<file path="src/rtl/lc3b_types.sv">
// Shared LC-3b types: word and line-address widths plus the indirect sequencer enums.
// Pure declarations; no logic and no latency.
// Backpressure: not applicable.
package lc3b_types;

  typedef logic [15:0] lc3b_word;
  typedef logic [11:0] lc3b_wb_adr;

  localparam int LC3B_WORD_W   = $bits(lc3b_word);
  localparam int LC3B_OFFSET_W = $bits(lc3b_word) - $bits(lc3b_wb_adr);

  typedef enum logic [2:0] {
    IDLE,
    PTR_RD,
    IND_RD,
    IND_WR,
    DONE
  } ind_state_e;

  typedef enum logic {
    OP_LDI,
    OP_STI
  } ind_op_e;

endpackage

</file>
<file path="src/rtl/indirect_mem_sequencer_if.sv">
// Memory-side request/response bus between the sequencer and the memory.
// No storage; purely wires grouped for port readability.
// Backpressure: the memory holds mem_resp low until the access is done.
interface indirect_mem_sequencer_if
  import lc3b_types::*;
#(
  parameter int DATA_W   = LC3B_WORD_W,
  parameter int OFFSET_W = LC3B_OFFSET_W
);
  logic                       mem_read;
  logic                       mem_write;
  logic [DATA_W-OFFSET_W-1:0] mem_address;
  logic [OFFSET_W-1:0]        line_offset_out;
  logic                       mem_resp;
  logic [DATA_W-1:0]          mem_rdata;

  modport master (
    output mem_read, mem_write, mem_address, line_offset_out,
    input  mem_resp, mem_rdata
  );

  modport slave (
    input  mem_read, mem_write, mem_address, line_offset_out,
    output mem_resp, mem_rdata
  );
endinterface

</file>
<file path="src/rtl/indirect_mem_sequencer.sv">
// Turns an LDI/STI in MEM into a pointer read followed by an indirect read/write.
// Latency: plain ops pass straight through; LDI/STI take both memory waits plus one DONE cycle.
// Backpressure: stall_pipeline holds upstream until the indirect access responds.
// Optional macro INDIRECT_ALIGN_CHECK_EN: odd pointers raise ptr_fault and skip the indirect access.
module indirect_mem_sequencer
  import lc3b_types::*;
#(
  parameter int DATA_W   = LC3B_WORD_W,
  parameter int OFFSET_W = LC3B_OFFSET_W
) (
  input  logic                       clk,
  input  logic                       rst,
  input  logic                       is_ldi,
  input  logic                       is_sti,
  input  logic                       mem_read_in,
  input  logic                       mem_write_in,
  input  logic [DATA_W-OFFSET_W-1:0] mem_address_in,
  input  logic [OFFSET_W-1:0]        line_offset_in,
  indirect_mem_sequencer_if.master   mem,
  output logic                       mem_resp_out,
  output logic                       stall_pipeline,
  output logic                       busy,
  output logic                       ptr_fault
);

  ind_state_e        state_q, state_d;
  ind_op_e           op_q, op_d;
  logic [DATA_W-1:0] ptr_q, ptr_d;

`ifdef INDIRECT_ALIGN_CHECK_EN
  logic ptr_fault_q, ptr_fault_d;
`endif

  // State, captured op type and pointer registers; reset aborts any transaction.
  always_ff @(posedge clk) begin
    if (rst) begin
      state_q <= IDLE;
      op_q    <= OP_LDI;
      ptr_q   <= '0;
    end else begin
      state_q <= state_d;
      op_q    <= op_d;
      ptr_q   <= ptr_d;
    end
  end

`ifdef INDIRECT_ALIGN_CHECK_EN
  // Fault pulse is registered so it lands in the DONE cycle that follows the bad pointer.
  always_ff @(posedge clk) begin
    if (rst) ptr_fault_q <= 1'b0;
    else     ptr_fault_q <= ptr_fault_d;
  end
  assign ptr_fault = ptr_fault_q;
`else
  assign ptr_fault = 1'b0;
`endif

  assign busy = (state_q != IDLE);

  // Next-state and memory-request muxing for each phase of the indirect sequence.
  always_comb begin
    state_d             = state_q;
    op_d                = op_q;
    ptr_d               = ptr_q;
    mem.mem_read        = 1'b0;
    mem.mem_write       = 1'b0;
    mem.mem_address     = '0;
    mem.line_offset_out = '0;
    mem_resp_out        = 1'b0;
    stall_pipeline      = 1'b0;
`ifdef INDIRECT_ALIGN_CHECK_EN
    ptr_fault_d         = 1'b0;
`endif
    case (state_q)
      IDLE: begin
        mem.mem_read        = mem_read_in;
        mem.mem_write       = mem_write_in;
        mem.mem_address     = mem_address_in;
        mem.line_offset_out = line_offset_in;
        mem_resp_out        = mem.mem_resp;
        if (is_ldi || is_sti) begin
          stall_pipeline = 1'b1;
          state_d        = PTR_RD;
          op_d           = is_ldi ? OP_LDI : OP_STI;
        end
      end
      PTR_RD: begin
        // The pointer lives at the pipeline's own address; its response is swallowed.
        mem.mem_read        = 1'b1;
        mem.mem_address     = mem_address_in;
        mem.line_offset_out = line_offset_in;
        stall_pipeline      = 1'b1;
        if (mem.mem_resp) begin
          ptr_d   = mem.mem_rdata;
          state_d = (op_q == OP_LDI) ? IND_RD : IND_WR;
`ifdef INDIRECT_ALIGN_CHECK_EN
          if (mem.mem_rdata[0]) begin
            state_d     = DONE;
            ptr_fault_d = 1'b1;
          end
`endif
        end
      end
      IND_RD, IND_WR: begin
        mem.mem_read        = (state_q == IND_RD);
        mem.mem_write       = (state_q == IND_WR);
        mem.mem_address     = ptr_q[DATA_W-1:OFFSET_W];
        mem.line_offset_out = ptr_q[OFFSET_W-1:0];
        mem_resp_out        = mem.mem_resp;
        stall_pipeline      = ~mem.mem_resp;
        if (mem.mem_resp) state_d = DONE;
      end
      DONE: begin
        // One quiet cycle lets the pipeline advance past the LDI/STI before re-arming.
        state_d = IDLE;
      end
      default: state_d = IDLE;
    endcase
  end

endmodule

</file>
<file path="src/flat_wrapper.sv">
// flat-port wrapper written by rule: the top's interface ports become plain ports
module indirect_mem_sequencer_flat import lc3b_types::*;
#(
  parameter int DATA_W   = LC3B_WORD_W,
  parameter int OFFSET_W = LC3B_OFFSET_W
)
  (clk, rst, is_ldi, is_sti, mem_read_in, mem_write_in, mem_address_in, line_offset_in, mem_resp_out, stall_pipeline, busy, ptr_fault, mem_mem_read, mem_mem_write, mem_mem_address, mem_line_offset_out, mem_mem_resp, mem_mem_rdata);
  indirect_mem_sequencer_if #(.DATA_W(DATA_W), .OFFSET_W(OFFSET_W)) mem_i ();
  input  logic clk;
  input  logic rst;
  input  logic is_ldi;
  input  logic is_sti;
  input  logic mem_read_in;
  input  logic mem_write_in;
  input  logic [DATA_W-OFFSET_W-1:0] mem_address_in;
  input  logic [OFFSET_W-1:0] line_offset_in;
  output logic mem_resp_out;
  output logic stall_pipeline;
  output logic busy;
  output logic ptr_fault;
  output wire logic [$bits(mem_i.mem_read)-1:0] mem_mem_read;
  output wire logic [$bits(mem_i.mem_write)-1:0] mem_mem_write;
  output wire logic [$bits(mem_i.mem_address)-1:0] mem_mem_address;
  output wire logic [$bits(mem_i.line_offset_out)-1:0] mem_line_offset_out;
  input wire logic [$bits(mem_i.mem_resp)-1:0] mem_mem_resp;
  input wire logic [$bits(mem_i.mem_rdata)-1:0] mem_mem_rdata;
  assign mem_mem_read = mem_i.mem_read;
  assign mem_mem_write = mem_i.mem_write;
  assign mem_mem_address = mem_i.mem_address;
  assign mem_line_offset_out = mem_i.line_offset_out;
  assign mem_i.mem_resp = mem_mem_resp;
  assign mem_i.mem_rdata = mem_mem_rdata;
  indirect_mem_sequencer #(.DATA_W(DATA_W), .OFFSET_W(OFFSET_W)) u_core (.clk(clk), .rst(rst), .is_ldi(is_ldi), .is_sti(is_sti), .mem_read_in(mem_read_in), .mem_write_in(mem_write_in), .mem_address_in(mem_address_in), .line_offset_in(line_offset_in), .mem(mem_i), .mem_resp_out(mem_resp_out), .stall_pipeline(stall_pipeline), .busy(busy), .ptr_fault(ptr_fault));
endmodule
</file>
<file path="config.mk">
export PLATFORM = sky130hd
export DESIGN_NAME = indirect_mem_sequencer_flat
export DESIGN_NICKNAME = d
export VERILOG_FILES = /design/src/rtl/lc3b_types.sv /design/src/rtl/indirect_mem_sequencer_if.sv /design/src/rtl/indirect_mem_sequencer.sv /design/src/flat_wrapper.sv
export SDC_FILE = /design/constraint.sdc
export NUM_CORES = 1
export LEC_CHECK = 0
export BUFFER_PORTS_ARGS = -buffer_cell sky130_fd_sc_hd__buf_2
export CAP_MARGIN = 20
export CORE_UTILIZATION = 44
export DETAILED_ROUTE_END_ITERATION = 16
export PLACE_DENSITY = 0.9
export REMOVE_ABC_BUFFERS = 1
export SLEW_MARGIN = 20
export SYNTH_ARGS = -nofsm -noshare
export SYNTH_HDL_FRONTEND = slang
export SYNTH_SLANG_ARGS = --single-unit
</file>
<file path="constraint.sdc">
create_clock -name clk -period 1.59 [get_ports clk]
set_clock_uncertainty 0.15 [all_clocks]
set_input_delay 0.0795 -clock clk [delete_from_list [all_inputs] [get_ports clk]]
set_output_delay 0.0795 -clock clk [all_outputs]
set_load 0.01 [all_outputs]
</file>
# --- Word-level counts from Yosys, hierarchy flattened ---
# Index checks and enable logic that the tools add are counted.
classes:
  muxes: 13
  n_reduce_logical: 9
  eq_ne: 6
  bitwise_logic: 1
ops:
  columns: ["cell", "n"]
  rows:
  - ["one-hot mux 12 bit (2 select lines)", 1]
  - ["two-way mux 3 bit", 3]
  - ["one-hot mux 3 bit (3 select lines)", 1]
  - ["one-hot mux 4 bit (2 select lines)", 1]
  - ["equality test 3 x 2 -> 1 bit (second input constant)", 2]
  - ["one-hot mux 1 bit (3 select lines)", 2]
  - ["two-way mux 1 bit", 4]
  - ["inequality test 2 bit (second input constant)", 2]
  - ["AND reduction 2 bit", 2]
  - ["OR reduction 2 bit", 2]
  - ["equality test 3 x 1 -> 1 bit (second input constant)", 1]
  - ["logical NOT 3 bit", 1]
  - ["AND reduction 3 bit", 1]
  - ["nonzero test 3 bit", 1]
  - ["OR reduction 3 bit", 1]
  - ["inequality test 2 x 1 -> 1 bit (second input constant)", 1]
  - ["one-hot mux 1 bit (2 select lines)", 1]
  - ["logical OR 1 bit", 1]
  - ["inverter 1 bit", 1]
totals:
  in_bits: 39
  register_bits: 20
  word_cells: 32

# --- Depth between registers and ports, before layout ---
# Gate-level depths: netlist (run 1).
depth:
  word_depth: 4
  depth_mapped: 6
  ltp_nobuf: 3

# --- Least setup slack after synthesis (run 1) ---
# Ideal clock, no wire load.
synth_timing:
  path_type: "register to register"
  from: "register u_core.state_q[1]"
  to: "register u_core.ptr_q[1]"
  setup_time_ns: 0.071
  slack_ns: 0.261
  synth_period_minus_slack_ns: 1.329
  path_stages_with_launch: 7
  t_arrival_ns: 1.108
  required_ns: 1.369
  path_cell_list: "dfxtp_1 > buf_6 > nor4bb_1 > buf_4 > buf_12 > nand2_1 > a21oi_2"
synth_between:
  elab_chain_len: 2
synth_lines:
  columns: ["item", "line_no", "rtl"]
  rows:
  - ["from (decl)", "indirect_mem_sequencer.sv:26", "ind_state_e state_q, state_d;"]
  - ["from (signal assigned)", "indirect_mem_sequencer.sv:41", "state_q <= state_d;"]
  - ["equality test 3 x 1 -> 1 bit", "indirect_mem_sequencer.sv:74", "case (state_q)"]
  - ["AND reduction 2 bit (no source line)", null, null]
  - ["to (signal assigned)", "indirect_mem_sequencer.sv:43", "ptr_q <= ptr_d;"]
  - ["to (decl)", "indirect_mem_sequencer.sv:28", "logic [DATA_W-1:0] ptr_q, ptr_d;"]
# No other way between the ends.
# A chain may end at the register's enable or synchronous reset.

# --- Worst setup path in the final report (run 1) ---
layout_timing:
  from: "register u_core.state_q[1]"
  to: "output port mem_mem_address[7]"
layout_between:
  elab_chain_len: 3
  elab_cells_between_ends: 7
  classes_between: "eq/ne (3); mux (1); reduce/logical (3)"
layout_lines:
  columns: ["item", "line_no", "rtl"]
  rows:
  - ["equality test 3 x 2 -> 1 bit (tied with other cells)", "indirect_mem_sequencer.sv:74", null]
  - ["OR reduction 2 bit (on tied branches)", null, null]
  - ["one-hot mux 12 bit (2 select lines) *", "indirect_mem_sequencer.sv:74", null]
  - ["to (decl)", "flat_wrapper.sv:23", "output wire logic [$bits(mem_i.mem_address)-1:0] mem_mem_address;"]
# Every way passes the cells marked *; elsewhere a longest branch is shown, timed or not.

==> impl_metrics.ini, run 1 <==
[cts]
cts_root_buffer = clkbuf_4
numCtsBuffers = 3
htree_num_levels = 1
clkLatencyLatePin_ns = 0.31
cts_tree = yes
clkTransAtPathRegs_ns = 0.12
cts_buffer_depth = 2
clock-sinks = 20

[floorplanning]
num_io_pins = 61
die_y_um = 52.2
dieArea_um2 = 2730
initial_utilization = 0.483
rows = 17
core_area_um2 = 2300
die_x_um = 52.2

[synthesis]
syn_inst = 140
synth_area_leader_cell = dfxtp_1
synth-seq-cells = 20
avgSynthCellArea_um2 = 7.93
ys_types = 22
synth_area_leaders = dfxtp_1 36%, mux2i_1 15%, nand2_1 11%, a21oi_2 7.9%, nor2_1 6.1%
async_reset_ff_frac = 0
ys.warnings.count = 0
syn_area_um2 = 1110
synth_top_area_frac = 0.361
synth_edf_count = 0
yosysSeqAreaShare = 0.361
ys.flop_type = dfxtp_1

[finish]
layout_commonest_cell = buf_2
final_layout_size_suffix_gt1_frac = 0.427
diodes = 0
area_growth_pct = 54.1
fin_nets = 258
mostFrequentLayoutCells = 59 x buf_2, 33 x nand2_1, 19 x dlygate4sd3_1
fill_cells = 170
final_core_util = 0.745

[routing]
vias_per_cell = 5.16
drcViolationCount = 0
first_pass_iters = 4
vias = 1270
drtIter0Drc = 19
ant_nets = 0
drt-total-wl_um = 3400
routedWlPerCell_um = 13.8

[setup_path]
reg2reg_depth = 5
crit_required_ns = 1.36
critPathCaptureType = output pin
critPathArrivalTime_ns = 1.32
regToRegEndpoint = u_core.ptr_q[14]
crit_type = flop to output pin
cp-start-kind = flop
regToRegStartpoint = u_core.state_q[1]
crit_fanout = 6
r2r_slack_ns = 0.09

[power]
power_density_nw_per_um2 = 763
p_leak_nw = 0.748
irDropWorstVdd_uv = 731

[timing]
setup_slack_ns = 0.0371
hold_viol = 0
setup_viol = 0
fmax_ghz = 0.644
rsz0062_at_grt = true
period_needed_ns = 1.55
maxSlewViolCount = 0
period_share = 0.977

[run_status]
status = complete, no violations

[grt]
globalRoute.totalOverflow = 0
grt_pass1_wl_um = 5140
grt_usage = 0.260
grt_max_degree = 21
antenna_found_initial = 0
grt_pass1_vias = 1154

[place]
io_buffer_count = 59
dpl.hpwl_um = 1920
gp_congestion = 0.730
place_ws_ns = 0.184

[min_path]
hold_path_class = input pin to flop
hold_path_depth = 2
min_to = u_core.ptr_q[1]
hp-start = rst

[flow_run]
cap_viol_max_count = 0
==> how the worst max path moves through the flow <==
stage                     slack, ns  cells past startpoint                 end         startpoint
after detailed placement       0.18                      4        mem_resp_out  u_core.state_q[1]
final                          0.04                      4  mem_mem_address[7]  u_core.state_q[1]
after global placement         0.22                      4        mem_resp_out  u_core.state_q[1]
after global routing          -0.02                      4        mem_resp_out  u_core.state_q[0]
after floorplan               -1.04                      3     u_core.ptr_q[1]  u_core.state_q[1]
after CTS                      0.02                      4        mem_resp_out  u_core.state_q[1]
==> power by group <==
group,internal [mW],total [mW],switching (mW),leakage (nW)
sequential,0.534,0.562,0.0275,0.164
clock,0.140,0.310,0.170,0.0210
combinational,0.221,0.432,0.211,0.563
total,0.896,1.30,0.409,0.748
==> flip-flops by register name, summed over array words and instances, names as in the netlist <==
| name | cells |
|---|---|
| u_core.state_q | 3 |
| u_core.ptr_q | 16 |
| u_core.op_q | 1 |
==> synthesized netlist by cell type (2+ instances only) <==
cell type / count
clkbuf_1: 4
a21oi_2: 10
buf_2: 6
dfxtp_1: 20
nor2_1: 18
a21oi_1: 8
nor2b_1: 2
inv_1: 2
a211oi_1: 2
nor3_1: 6
nand2_1: 33
buf_4: 2
mux2i_1: 17
nand2_2: 2
==> what timing repair did <==
item | 4_1_cts | 5_1_grt
hold endpoints to repair | 19 | 0
pin swaps | 0 | 0
resized for setup | 4 | 9
endpoints found under the setup margin | 20 | 16
hold buffers | 19 | 0
buffers inserted | 0 | 1
==> metrics by stage <==
stage	total power, mW	hold WS [ns]	instances	area [µm²]	setup TNS (ns)
detailed placement	0.932	0.157	222	1430	0
floorplan	0.759	-0.00806	126	1020	-16.35
finish	1.30	0.0444	246	1710	0
CTS	1.28	0.0373	245	1670	0
global placement	0.924	0.150	222	1430	0
global route	1.38	0.0477	246	1710	-0.0386
==> worst max-delay path: stages, from the launching register on <==
cell and delay [ns]:
dfxtp_4 0.41, buf_4 0.17, mux2i_1 0.23, nor2_1 0.07
buf_2 0.14
==> layout make-up <==
type | instances | area, µm² | share of cell area
timing repair buffer | 88 | 581 | 0.339
tap | 28 | 35.0 | 0.0205
inverter | 2 | 7.51 | 0.00439
clock buffer | 4 | 36.3 | 0.0212
sequential | 20 | 407 | 0.238
multi-input combinational | 104 | 644 | 0.377
==> cell families (layout without fill, tap and decap cells) <==
logic type | after synthesis | after routing | synth area share
AOI/OAI and AO/OA | 22 | 22 | 0.145
muxes | 17 | 17 | 0.153
DFF | 20 | 20 | 0.361
other | 1 | 1 | 0.00338
and+or+nand+nor | 64 | 64 | 0.248
buffers and inverters | 16 | 94 | 0.0891
==> layer usage <==
metal	vias up	wire length (µm)	global-route usage
li1	620	-	-
met1	582	1350	0.280
met2	58	1700	0.491
met3	10	228	0.0580
met4	0	119	0.0921
met5	-	0	0
(Power assumes the default switching activity.)
==> run 2, diff against run 1 <==
- CORE_UTILIZATION: 44 -> 40
- PLACE_DENSITY: 0.9 -> 0.84
==> run 2 against run 1 <==
Compared with the run above: worst setup slack better by 0.018 ns; register-to-register slack improved by 0.17 ns; global-route usage fell by 7.1 points; cell count is 1.6% higher; fmax rose by 1.2%; highest routed layer unchanged; via count down 4.5%.
==> impl_metrics.ini, run 2 (synthesis results as in run 1) <==
[run_status]
status = complete, no violations

[timing]
setup_slack_ns = 0.0548
setup_viol = 0
fmax_ghz = 0.651
rsz0062_at_grt = true
maxSlewViolCount = 0
period_needed_ns = 1.54
period_share = 0.966
hold_viol = 0
hold_slack_ns = 0.0459
setup_tns_ns = 0

[cts]
clkLatencyLatePin_ns = 0.31
cts_buffer_depth = 2
cts_tree = yes
cts_root_buffer = clkbuf_4
numCtsBuffers = 3
clkTransAtPathRegs_ns = 0.12
clock-sinks = 20
htree_num_levels = 1

[power]
irDropWorstVdd_uv = 509
p_leak_nw = 0.761
power_density_nw_per_um2 = 808

[setup_path]
critPathCaptureType = output pin
critPathArrivalTime_ns = 1.31
crit_type = flop to output pin
crit_fanout = 11
cp-start-kind = flop
crit_required_ns = 1.36

[place]
gp_congestion = 0.712
placed_area_um2 = 1440
place_ws_ns = 0.0692
dpl.hpwl_um = 1960
io_buffer_count = 59
dp_cells = 225

[grt]
grt_max_degree = 21
grt_pass1_vias = 1012
globalRoute.totalOverflow = 0
grt_usage = 0.190
antenna_found_initial = 0
grt_pass1_wl_um = 4090

[flow_run]
cap_viol_max_count = 0

[min_path]
hold_path_class = input pin to flop

[floorplanning]
die_x_um = 54.7
core_area_um2 = 2540
initial_utilization = 0.436
num_io_pins = 61
dieArea_um2 = 2990
rows = 18
die_y_um = 54.7

[routing]
vias_per_cell = 4.85
drtIter0Drc = 17
vias = 1213
first_pass_iters = 4
drt-total-wl_um = 2910
ant_nets = 0
drcViolationCount = 0
routedWlPerCell_um = 11.6

[finish]
layout_commonest_cell = buf_2
fin_nets = 260
fin_cells = 250
diodes = 0
regArea_um2 = 407
fill_cells = 213
multiInputGateArea_um2 = 633
top_regs = u_core.ptr_q (16), u_core.state_q (3), u_core.op_q (1)
mostFrequentLayoutCells = 59 x buf_2, 33 x nand2_1, 19 x dlygate4sd3_1
final_layout_size_suffix_gt1_frac = 0.418
area_growth_pct = 55.5
largest_reg_flops = 16
stdcell_area_um2 = 1730
largest_register = u_core.ptr_q
run 2: cell count changes in the layout (fill, tap and decap cells not counted):
cell | previous run | this run
buf_4 | 7 | 11
buf_6 | 2 | 0
a21oi_1 | 7 | 8
a21oi_2 | 11 | 10
bufinv_16 | 0 | 1
clkbuf_8 | 1 | 0
nor2_1 | 17 | 18
nor2_2 | 1 | 0
nor3b_1 | 0 | 1
nor3b_2 | 1 | 0
run 2: repair_timing:
action | in CTS | in global routing
hold endpoints to repair | 19 | 0
setup buffers | 0 | 2
gates cloned | 0 | 0
setup endpoints to repair | 20 | 17
resized for setup | 3 | 5
hold buffers | 19 | 0
run 2: layer usage:
| layer | share of wire | track usage | up-vias |
|---|---|---|---|
| met1 | 0.44 | 0.230 | 542 |
| met5 | 0 | 0 | - |
| met2 | 0.48 | 0.323 | 42 |
| met3 | 0.061 | 0.0278 | 4 |
| li1 | - | - | 625 |
| met4 | 0.012 | 0.0897 | 0 |
run 2: final cells by class:
class                      instances  share of cell area
multi-input combinational        104               0.367
sequential                        20               0.236
clock inverter                     1              0.0174
inverter                           2             0.00435
timing repair buffer              90               0.341
tap                               30              0.0218
clock buffer                       3              0.0131
run 2: path summary, 6_finish.rpt:
check	from	to	slack (ns)	depth (start not counted)
setup / recovery	u_core.state_q[1]	mem_mem_address[10]	0.05	4
hold / removal	rst	u_core.ptr_q[9]	0.05	2
setup reg to reg	u_core.state_q[0]	u_core.ptr_q[3]	0.26	4
hold reg to reg	u_core.ptr_q[15]	u_core.ptr_q[15]	0.32	2
run 2: report_power, final:
part           switching [mW]  internal, mW
Sequential             0.0340         0.534
Combinational           0.191         0.216
Clock                   0.164         0.255
run 2: worst max-delay path, cell delays in order, from the launching register on:
cell     delay (ns)
dfxtp_4        0.45
buf_12         0.16
mux2i_1        0.20
nor2_1         0.05
buf_2          0.14
run 2: through the flow:
step,power [mW],utilization
3_5_place_dp,0.931,0.566
4_1_cts,1.39,0.665
3_3_place_gp,0.922,0.566
2_1_floorplan,0.759,-
5_1_grt,1.48,0.678
6_report,1.39,0.678
